==> src/rtl/rename_map_ckpt_pkg.sv <==
// Shared defaults and transaction types for the checkpointed rename map.
package rename_map_ckpt_pkg;

  localparam int unsigned NR_ARCH_REGS_DEF    = 32;
  localparam int unsigned NR_PHYS_REGS_DEF    = 64;
  localparam int unsigned NR_COMMIT_PORTS_DEF = 2;
  localparam int unsigned ARCH_W_DEF          = $clog2(NR_ARCH_REGS_DEF);
  localparam int unsigned PHYS_W_DEF          = $clog2(NR_PHYS_REGS_DEF);

  typedef struct packed {
    logic [ARCH_W_DEF-1:0] rs1;
    logic [ARCH_W_DEF-1:0] rs2;
    logic [ARCH_W_DEF-1:0] rd;
    logic                  we;
  } rn_req_t;

  typedef struct packed {
    logic [PHYS_W_DEF-1:0] prs1;
    logic [PHYS_W_DEF-1:0] prs2;
    logic [PHYS_W_DEF-1:0] prd;
    logic [PHYS_W_DEF-1:0] prev_prd;
  } rn_rsp_t;

  typedef struct packed {
    logic                  valid;
    logic [ARCH_W_DEF-1:0] rd;
    logic [PHYS_W_DEF-1:0] prd;
    logic [PHYS_W_DEF-1:0] prev_prd;
  } cm_port_t;

endpackage

==> src/rtl/rename_map_ckpt_chk.sv <==
// Protocol checks on the commit ports of the rename map.
module rename_map_ckpt_chk #(
  parameter int unsigned NR_PHYS_REGS    = 64,
  parameter int unsigned NR_COMMIT_PORTS = 2,
  parameter int unsigned ARCH_W          = 5,
  parameter int unsigned PHYS_W          = 6
) (
  input  logic                              i_clk,
  input  logic                              i_rst_n,
  input  logic [NR_COMMIT_PORTS-1:0]        i_cm_valid,
  input  logic [NR_COMMIT_PORTS*ARCH_W-1:0] i_cm_rd,
  input  logic [NR_COMMIT_PORTS*PHYS_W-1:0] i_cm_prd,
  input  logic [NR_COMMIT_PORTS*PHYS_W-1:0] i_cm_prev_prd,
  input  logic [NR_PHYS_REGS-1:0]           i_spec_busy
);

  for (genvar k = 0; k < NR_COMMIT_PORTS; k++) begin : g_port
    logic [ARCH_W-1:0] w_rd;
    logic [PHYS_W-1:0] w_prd;
    logic [PHYS_W-1:0] w_prev;
    assign w_rd   = i_cm_rd[k*ARCH_W +: ARCH_W];
    assign w_prd  = i_cm_prd[k*PHYS_W +: PHYS_W];
    assign w_prev = i_cm_prev_prd[k*PHYS_W +: PHYS_W];

    a_prev_busy: assert property (@(posedge i_clk) disable iff (!i_rst_n)
      (i_cm_valid[k] && (|w_rd) && (|w_prev)) |-> i_spec_busy[w_prev]);

    a_prd_busy: assert property (@(posedge i_clk) disable iff (!i_rst_n)
      (i_cm_valid[k] && (|w_rd)) |-> i_spec_busy[w_prd]);
  end

endmodule

==> src/rtl/rename_map_ckpt_free_picker.sv <==
// Lowest-free finder over the speculative busy vector.
module rename_map_ckpt_free_picker #(
  parameter int unsigned N = 64,
  parameter int unsigned W = 6
) (
  input  logic [N-1:0] i_busy,
  output logic [W-1:0] o_idx,
  output logic         o_empty
);

  // Scan downwards so the lowest free index is the last one written.
  always_comb begin
    o_idx = {W{1'b0}};
    for (int i = N - 1; i >= 0; i--) begin
      o_idx = i_busy[i] ? o_idx : W'(i);
    end
  end

  assign o_empty = &i_busy;

endmodule

==> src/rtl/rename_map_ckpt.sv <==
// Register rename map with a committed checkpoint: one rename per cycle,
// NR_COMMIT_PORTS commits per cycle, single-cycle flush back to the committed state.
module rename_map_ckpt
  import rename_map_ckpt_pkg::*;
#(
  parameter int unsigned NR_ARCH_REGS    = NR_ARCH_REGS_DEF,
  parameter int unsigned NR_PHYS_REGS    = NR_PHYS_REGS_DEF,
  parameter int unsigned NR_COMMIT_PORTS = NR_COMMIT_PORTS_DEF,
  parameter int unsigned ARCH_W          = $clog2(NR_ARCH_REGS),
  parameter int unsigned PHYS_W          = $clog2(NR_PHYS_REGS)
) (
  input  logic                              clk_i,
  input  logic                              rst_ni,
  input  logic                              rn_valid_i,
  output logic                              rn_ready_o,
  input  logic [ARCH_W-1:0]                 rn_rs1_i,
  input  logic [ARCH_W-1:0]                 rn_rs2_i,
  input  logic [ARCH_W-1:0]                 rn_rd_i,
  input  logic                              rn_we_i,
  output logic                              rn_valid_o,
  output logic [PHYS_W-1:0]                 rn_prs1_o,
  output logic [PHYS_W-1:0]                 rn_prs2_o,
  output logic [PHYS_W-1:0]                 rn_prd_o,
  output logic [PHYS_W-1:0]                 rn_prev_prd_o,
  input  logic [NR_COMMIT_PORTS-1:0]        cm_valid_i,
  input  logic [NR_COMMIT_PORTS*ARCH_W-1:0] cm_rd_i,
  input  logic [NR_COMMIT_PORTS*PHYS_W-1:0] cm_prd_i,
  input  logic [NR_COMMIT_PORTS*PHYS_W-1:0] cm_prev_prd_i,
  input  logic                              flush_i,
  output logic [PHYS_W:0]                   free_cnt_o
);

  localparam logic [NR_PHYS_REGS-1:0] PHYS_ONE = {{(NR_PHYS_REGS-1){1'b0}}, 1'b1};
  // Architectural registers start out owning p0..p(NR_ARCH_REGS-1).
  localparam logic [NR_PHYS_REGS-1:0] BUSY_RST = (PHYS_ONE << NR_ARCH_REGS) - PHYS_ONE;
  localparam logic [PHYS_W:0]         FREE_RST = (PHYS_W+1)'(NR_PHYS_REGS - NR_ARCH_REGS);

  logic [PHYS_W-1:0]       r_spec_map [NR_ARCH_REGS];
  logic [PHYS_W-1:0]       r_arch_map [NR_ARCH_REGS];
  logic [NR_PHYS_REGS-1:0] r_spec_busy;
  logic [NR_PHYS_REGS-1:0] r_arch_busy;
  logic [PHYS_W:0]         r_free_cnt;
  logic                    r_rn_valid;
  logic [PHYS_W-1:0]       r_prs1;
  logic [PHYS_W-1:0]       r_prs2;
  logic [PHYS_W-1:0]       r_prd;
  logic [PHYS_W-1:0]       r_prev_prd;

  logic [PHYS_W-1:0]       w_spec_map_nx [NR_ARCH_REGS];
  logic [PHYS_W-1:0]       w_arch_map_nx [NR_ARCH_REGS];
  logic [NR_PHYS_REGS-1:0] w_spec_busy_nx;
  logic [NR_PHYS_REGS-1:0] w_arch_busy_nx;
  logic [PHYS_W:0]         w_free_cnt_nx;
  logic [PHYS_W-1:0]       w_pick_idx;
  logic                    w_pick_empty;
  logic                    w_ready;
  logic                    w_accept;
  logic                    w_alloc;

  rename_map_ckpt_free_picker #(
    .N (NR_PHYS_REGS),
    .W (PHYS_W)
  ) u_picker (
    .i_busy  (r_spec_busy),
    .o_idx   (w_pick_idx),
    .o_empty (w_pick_empty)
  );

  rename_map_ckpt_chk #(
    .NR_PHYS_REGS    (NR_PHYS_REGS),
    .NR_COMMIT_PORTS (NR_COMMIT_PORTS),
    .ARCH_W          (ARCH_W),
    .PHYS_W          (PHYS_W)
  ) u_chk (
    .i_clk         (clk_i),
    .i_rst_n       (rst_ni),
    .i_cm_valid    (cm_valid_i),
    .i_cm_rd       (cm_rd_i),
    .i_cm_prd      (cm_prd_i),
    .i_cm_prev_prd (cm_prev_prd_i),
    .i_spec_busy   (r_spec_busy)
  );

  // The picker reads the registered busy vector, so a register released this cycle is not reused until the next.
  assign w_ready  = (|r_free_cnt) & ~flush_i;
  assign w_accept = rn_valid_i & w_ready;
  assign w_alloc  = w_accept & rn_we_i & (|rn_rd_i) & ~w_pick_empty;

  // Commits in port order, then either restore from the committed state or allocate.
  always_comb begin
    logic [ARCH_W-1:0]       w_c_rd;
    logic [PHYS_W-1:0]       w_c_prd;
    logic [PHYS_W-1:0]       w_c_prev;
    logic                    w_c_upd;
    logic [NR_PHYS_REGS-1:0] w_c_set;
    logic [NR_PHYS_REGS-1:0] w_c_clr;
    w_arch_map_nx  = r_arch_map;
    w_spec_map_nx  = r_spec_map;
    w_arch_busy_nx = r_arch_busy;
    w_spec_busy_nx = r_spec_busy;
    for (int k = 0; k < NR_COMMIT_PORTS; k++) begin
      w_c_rd   = cm_rd_i[k*ARCH_W +: ARCH_W];
      w_c_prd  = cm_prd_i[k*PHYS_W +: PHYS_W];
      w_c_prev = cm_prev_prd_i[k*PHYS_W +: PHYS_W];
      w_c_upd  = cm_valid_i[k] & (|w_c_rd);
      w_c_set  = {NR_PHYS_REGS{w_c_upd}} & (PHYS_ONE << w_c_prd);
      w_c_clr  = {NR_PHYS_REGS{w_c_upd & (|w_c_prev)}} & (PHYS_ONE << w_c_prev);
      w_arch_map_nx[w_c_rd] = w_c_upd ? w_c_prd : w_arch_map_nx[w_c_rd];
      w_arch_busy_nx        = (w_arch_busy_nx | w_c_set) & ~w_c_clr;
      w_spec_busy_nx        = w_spec_busy_nx & ~w_c_clr;
    end
    if (flush_i) begin
      w_spec_map_nx  = w_arch_map_nx;
      w_spec_busy_nx = w_arch_busy_nx;
    end else begin
      w_spec_busy_nx           = w_spec_busy_nx | ({NR_PHYS_REGS{w_alloc}} & (PHYS_ONE << w_pick_idx));
      w_spec_map_nx[rn_rd_i]   = w_alloc ? w_pick_idx : w_spec_map_nx[rn_rd_i];
    end
  end

  // Free count is kept registered, derived from the next busy vector.
  always_comb begin
    w_free_cnt_nx = {(PHYS_W+1){1'b0}};
    for (int p = 0; p < NR_PHYS_REGS; p++) begin
      w_free_cnt_nx = w_free_cnt_nx + {{PHYS_W{1'b0}}, ~w_spec_busy_nx[p]};
    end
  end

  // Map and busy state.
  always_ff @(posedge clk_i or negedge rst_ni) begin
    if (!rst_ni) begin
      for (int i = 0; i < NR_ARCH_REGS; i++) begin
        r_spec_map[i] <= PHYS_W'(i);
        r_arch_map[i] <= PHYS_W'(i);
      end
      r_spec_busy <= BUSY_RST;
      r_arch_busy <= BUSY_RST;
      r_free_cnt  <= FREE_RST;
    end else begin
      r_spec_map  <= w_spec_map_nx;
      r_arch_map  <= w_arch_map_nx;
      r_spec_busy <= w_spec_busy_nx;
      r_arch_busy <= w_arch_busy_nx;
      r_free_cnt  <= w_free_cnt_nx;
    end
  end

  // Rename response, looked up in the map as it stood at the start of the accept cycle.
  always_ff @(posedge clk_i or negedge rst_ni) begin
    if (!rst_ni) begin
      r_rn_valid <= 1'b0;
      r_prs1     <= {PHYS_W{1'b0}};
      r_prs2     <= {PHYS_W{1'b0}};
      r_prd      <= {PHYS_W{1'b0}};
      r_prev_prd <= {PHYS_W{1'b0}};
    end else begin
      r_rn_valid <= w_accept;
      if (w_accept) begin
        r_prs1     <= r_spec_map[rn_rs1_i];
        r_prs2     <= r_spec_map[rn_rs2_i];
        r_prd      <= w_alloc ? w_pick_idx : {PHYS_W{1'b0}};
        r_prev_prd <= w_alloc ? r_spec_map[rn_rd_i] : {PHYS_W{1'b0}};
      end
    end
  end

  assign rn_ready_o    = w_ready;
  assign rn_valid_o    = r_rn_valid;
  assign rn_prs1_o     = r_prs1;
  assign rn_prs2_o     = r_prs2;
  assign rn_prd_o      = r_prd;
  assign rn_prev_prd_o = r_prev_prd;
  assign free_cnt_o    = r_free_cnt;

endmodule
==> config.mk <==
export PLATFORM = sky130hd
export DESIGN_NAME = rename_map_ckpt
export DESIGN_NICKNAME = d
export VERILOG_FILES = /design/src/rtl/rename_map_ckpt_pkg.sv /design/src/rtl/rename_map_ckpt_chk.sv /design/src/rtl/rename_map_ckpt_free_picker.sv /design/src/rtl/rename_map_ckpt.sv
export SDC_FILE = /design/constraint.sdc
export NUM_CORES = 2
export LEC_CHECK = 0
export CORE_ASPECT_RATIO = 2
export CORE_UTILIZATION = 31
export CTS_BUF_LIST = sky130_fd_sc_hd__clkbuf_4
export DETAILED_ROUTE_END_ITERATION = 16
export PLACE_DENSITY = 0.52
export SYNTH_ARGS = -nofsm -noshare
export SYNTH_HDL_FRONTEND = slang
export SYNTH_SLANG_ARGS = --single-unit
==> constraint.sdc <==
create_clock -name clk_i -period 8.7 [get_ports clk_i]
set_input_delay 1.74 -clock clk_i [delete_from_list [all_inputs] [get_ports clk_i]]
set_output_delay 1.74 -clock clk_i [all_outputs]
set_load 0.03 [all_outputs]
==> results of run 1 <==
stage by stage:
stage                     TNS (ns)  hold WS [ns]
after floorplan            -0.0353         0.457
after global placement       -6.56         0.462
after detailed placement     -6.82         0.466
after CTS                        0         0.485
logic make-up after synthesis:
logic type                 count (synthesis)  synth area share
AOI/OAI and AO/OA                       1421             0.241
xor gates and xnor gates                   4          0.000875
adders and majority gates                 69            0.0317
buffers and inverters                    483            0.0514
DFF                                      544             0.347
muxes                                    361             0.152
and+or+nand+nor                         1589             0.176
per-layer routing:
| layer | global-route usage | overflow |
|---|---|---|
| met2 | 0.862 | 527 |
| met3 | 0.399 | 6 |
| met1 | 0.619 | 1 |
| met5 | 0.0874 | 0 |
| met4 | 0.682 | 285 |
timing repair:
item,CTS
setup buffers,1
pin swaps,1
setup endpoints to repair,6
endpoints found under the hold margin,0
gates resized for setup,8
==> run metrics, run 1 <==
status=aborted with a tool error; Stop stage=global routing (5_1_grt); Tool Error=[ERROR GRT-0116] Global routing finished with congestion. Check the congestion regions in the DRC Viewer.; Synth Cell Area=40,000 µm²; # hold bufs at CTS=0; Clock Sinks=544; top post-synthesis cells by area=dfrtp_1 (20%), dfstp_2 (15%), mux4_2 (11%); most common cell in the netlist=nand2_1; Yosys warning count=0; port bufs=88; clock tree buffer depth=3; placed instance area=48,100 µm²; Synth top area share=0.199; FF+latch count, synth=544; GR Overflow Total=819; initial core utilization=0.312; die height=510 µm; largest area contributor in the netlist=dfrtp_1; Yosys cell types=98; EDFF count, synth=0; Post-synth ARST share=1.00; vias in the first global route=56,722; Post-DP HPWL=256,000 µm; Setup Slack @ Placement=-1.27 ns; largest net degree at the start of global routing=169; commonest cells in the netlist=nand2_1 (691), nor2_1 (440), dfrtp_1 (319), clkbuf_1 (299), a21oi_1 (289); TritonCTS buffer count=154; placed cells=6,685; Synth Flop Type=dfrtp_1; htree depth=4; Syn Nets=4,596; first-pass GRT wire length=583,000 µm; total track usage=0.633; chip width=256 µm; Post-Syn Instances=4,471; site row count=186; routability cong.=1.13; Top Ports=89; sequential fraction of the synthesis area=0.347; syn avg cell area=8.95 µm²; root buf cell=clkbuf_4
==> inputs of run 2 (changes only) <==
- CORE_ASPECT_RATIO: 2 -> unset
- CORE_UTILIZATION: 31 -> 20
- CTS_BUF_LIST: sky130_fd_sc_hd__clkbuf_4 -> unset
- PLACE_DENSITY: 0.52 -> unset
- PLACE_DENSITY_LB_ADDON: unset -> 0.15
==> run 2 against run 1 <==
Against the previous run: the flow now finishes without violations; synthesized cell count did not move; synthesized area did not move.
==> run metrics, run 2 <==
clock insertion delay at the later pin of the skew report=0.74 ns; clock tree buffer depth=3 (unchanged); final net count=5,113; core area=198,000 µm²; largest net degree at the start of global routing=118; Top Ports=89 (unchanged); antenna violations before repair=8; final antenna-violating net count=0; CTS tree=yes; EDFF count, synth=0 (unchanged); Register-to-Register Path Depth=32; Synth top area share=0.199 (unchanged); root buf cell=clkbuf_16; r2r endpoint=free_cnt_o[6]$_DFF_PN0_; Post-synth ARST share=1.00 (unchanged); Worst Setup End Kind=register; Yosys cell types=98 (unchanged); total track usage=0.257; die height=449 µm (-12%); Final Skew=0.0788 ns; commonest cells in the netlist=nand2_1 (691), nor2_1 (440), dfrtp_1 (319), clkbuf_1 (299), a21oi_1 (289); period utilization=0.987; fillers=21,391; Final Hold Fails=0; Setup Slack @ Placement=-1.17 ns (+0.0957 ns); post-route setup TNS=0 ns; site row count=163 (-12%); sequential fraction of the synthesis area=0.347 (unchanged); Clock transition at path regs=0.06 ns; Worst Tran Pin Value=1.27 ns; largest area contributor in the netlist=dfrtp_1; minimum clock period=8.58 ns; flop-to-flop setup slack=0.18 ns; port bufs=88 (unchanged); VDD IR max=5120 µV; hold path startpoint=rn_prs2_o[5]$_DFFE_PN0P_; vias in the first global route=41,358; vias per cell=5.43; share of cells above drive strength 1=0.304; overall routed net length=266,000 µm; Synth Cell Area=40,000 µm² (unchanged); final core utilization=0.262; Clock Sinks=544 (unchanged); biggest regs=r_arch_map x192, r_spec_map x192; GR Overflow Total=0; DRC=0; TritonCTS buffer count=81 (-47%); drt initial violations=4,886; htree depth=3 (-1); syn avg cell area=8.95 µm² (unchanged); wire per inst=34.6 µm; Slew HR=0.148; via count=41,823; # Max-Cap Violations=0; routability cong.=0.990 (-12%); Post-Syn Instances=4,471 (unchanged); Synth Flop Type=dfrtp_1; Layout area overhead=29.7%; first-pass GRT wire length=362,000 µm; initial core utilization=0.202 (-0.110); achievable frequency=117 MHz; Worst Path Max Fanout=5; commonest non-fill, non-tap cell in the layout=buf_4; FF+latch count, synth=544 (unchanged); Hold Path Cell Cnt=2; Critical Path Start Type=input pin; P per Cell Area=411 nW/µm²; Die ar.=202,000 µm²; critical path required time=9.29 ns; Lkg Pwr=20.7 nW; r2r startpoint=r_spec_busy[62]$_DFF_PN0_; Hold Crit Class=register to register; Yosys warning count=0 (unchanged); top post-synthesis cells by area=dfrtp_1 (20%), dfstp_2 (15%), mux4_2 (11%); TritonRoute pass-1 iters=8; # hold bufs at CTS=0 (unchanged); Syn Nets=4,596 (unchanged); status=complete, no violations; Worst Path Arrival=9.17 ns; hold endpoint=rn_prs2_o[5]$_DFFE_PN0P_; # setup viols final=0; most used cell along the critical path=fa_1; Slowest-stage cell, CP=clkdlybuf4s50_1; commonest cells after routing, fill and taps aside=buf_4 (682), nand2_1 (678), nor2_1 (418); critical path type=input pin to register; Slew Limit Fails=0; chip width=449 µm (+75%); post-route worst setup slack=0.117 ns; most common cell in the netlist=nand2_1; RSZ-0062 raised after global routing=yes; biggest cell delay along the critical path=0.70 ns; hold slack=0.481 ns; Post-DP HPWL=208,000 µm (-19%)
==> run 2: cell counts after synthesis <==
Identical to the previous run, type by type.
==> run 2: layer usage <==
metal  wire length, µm  vias to the layer above  GRT usage
li1                  -                    17767          -
met1            106000                    21605      0.317
met2            122000                     1962      0.414
met3             16500                      485     0.0375
met4             21600                        4      0.175
met5                27                        -          0
==> run 2: kinds of logic (layout without fill, tap and decap cells) <==
kind of cell    Yosys count  count (layout)  synth area share
xor+xnor                  4               4          0.000875
simple gates           1589            1589             0.176
mux                     361             361             0.152
other cells               0               4                 0
buf+inv                 483            1065            0.0514
fa+ha+maj                69              69            0.0317
compound gates         1421            1421             0.241
flops                   544             544             0.347
==> run 2: stage by stage <==
stage / area [µm²] / total power, mW / std cells
2_1_floorplan: 40100 / 12.1 / 4471
6_report: 51900 / 21.3 / 7697
3_3_place_gp: 48500 / 17.6 / 7533
3_5_place_dp: 48500 / 17.5 / 7533
4_1_cts: 51500 / 21.2 / 7684
5_1_grt: 51900 / 22.9 / 7693
==> run 2: power by group <==
group	internal [mW]	switching, mW
Combinational	6.49	7.15
Clock	2.04	1.47
Sequential	3.58	0.589
==> run 2: layout make-up <==
cell class,count,area (µm²),share of cell area
timing repair buffer,817,6880,0.133
clock inverter,26,274,0.00528
sequential,544,13900,0.268
multi-input combinational,3444,24700,0.476
inverter,100,378,0.00728
tap,2640,3300,0.0636
clock buffer,122,2480,0.0479
antenna,4,10.0,0.000193
==> run 2: worst max path at each step <==
stage	depth (start not counted)	slack [ns]	start	to
6_report	27	0.12	cm_prd_i[7]	free_cnt_o[6]$_DFF_PN0_
5_1_grt	33	-0.19	r_spec_busy[62]$_DFF_PN0_	free_cnt_o[6]$_DFF_PN0_
4_1_cts	32	0.0004	rn_rd_i[4]	free_cnt_o[6]$_DFF_PN0_
3_5_place_dp	29	-1.17	cm_rd_i[2]	free_cnt_o[6]$_DFF_PN0_
3_3_place_gp	29	-1.19	cm_rd_i[2]	free_cnt_o[6]$_DFF_PN0_
2_1_floorplan	29	-0.04	cm_rd_i[0]	free_cnt_o[6]$_DFF_PN0_
==> run 2: critical path, delay by kind of cell <==
family	cells	cell delay, ns
AO/OA/AOI/OAI	7	1.00
AND/OR/NAND/NOR	2	0.39
adder cells (fa/ha/maj)	10	4.57
buffers and inverters	8	1.46
==> run 2: repair_timing <==
item / CTS / global route
gates resized for setup: 44 / 104
pin swaps: 10 / 33
endpoints found under the hold margin: 0 / 0
setup buffers: 3 / 10
setup endpoints to repair: 6 / 6
Note: power is estimated with default switching activity, not from simulation.
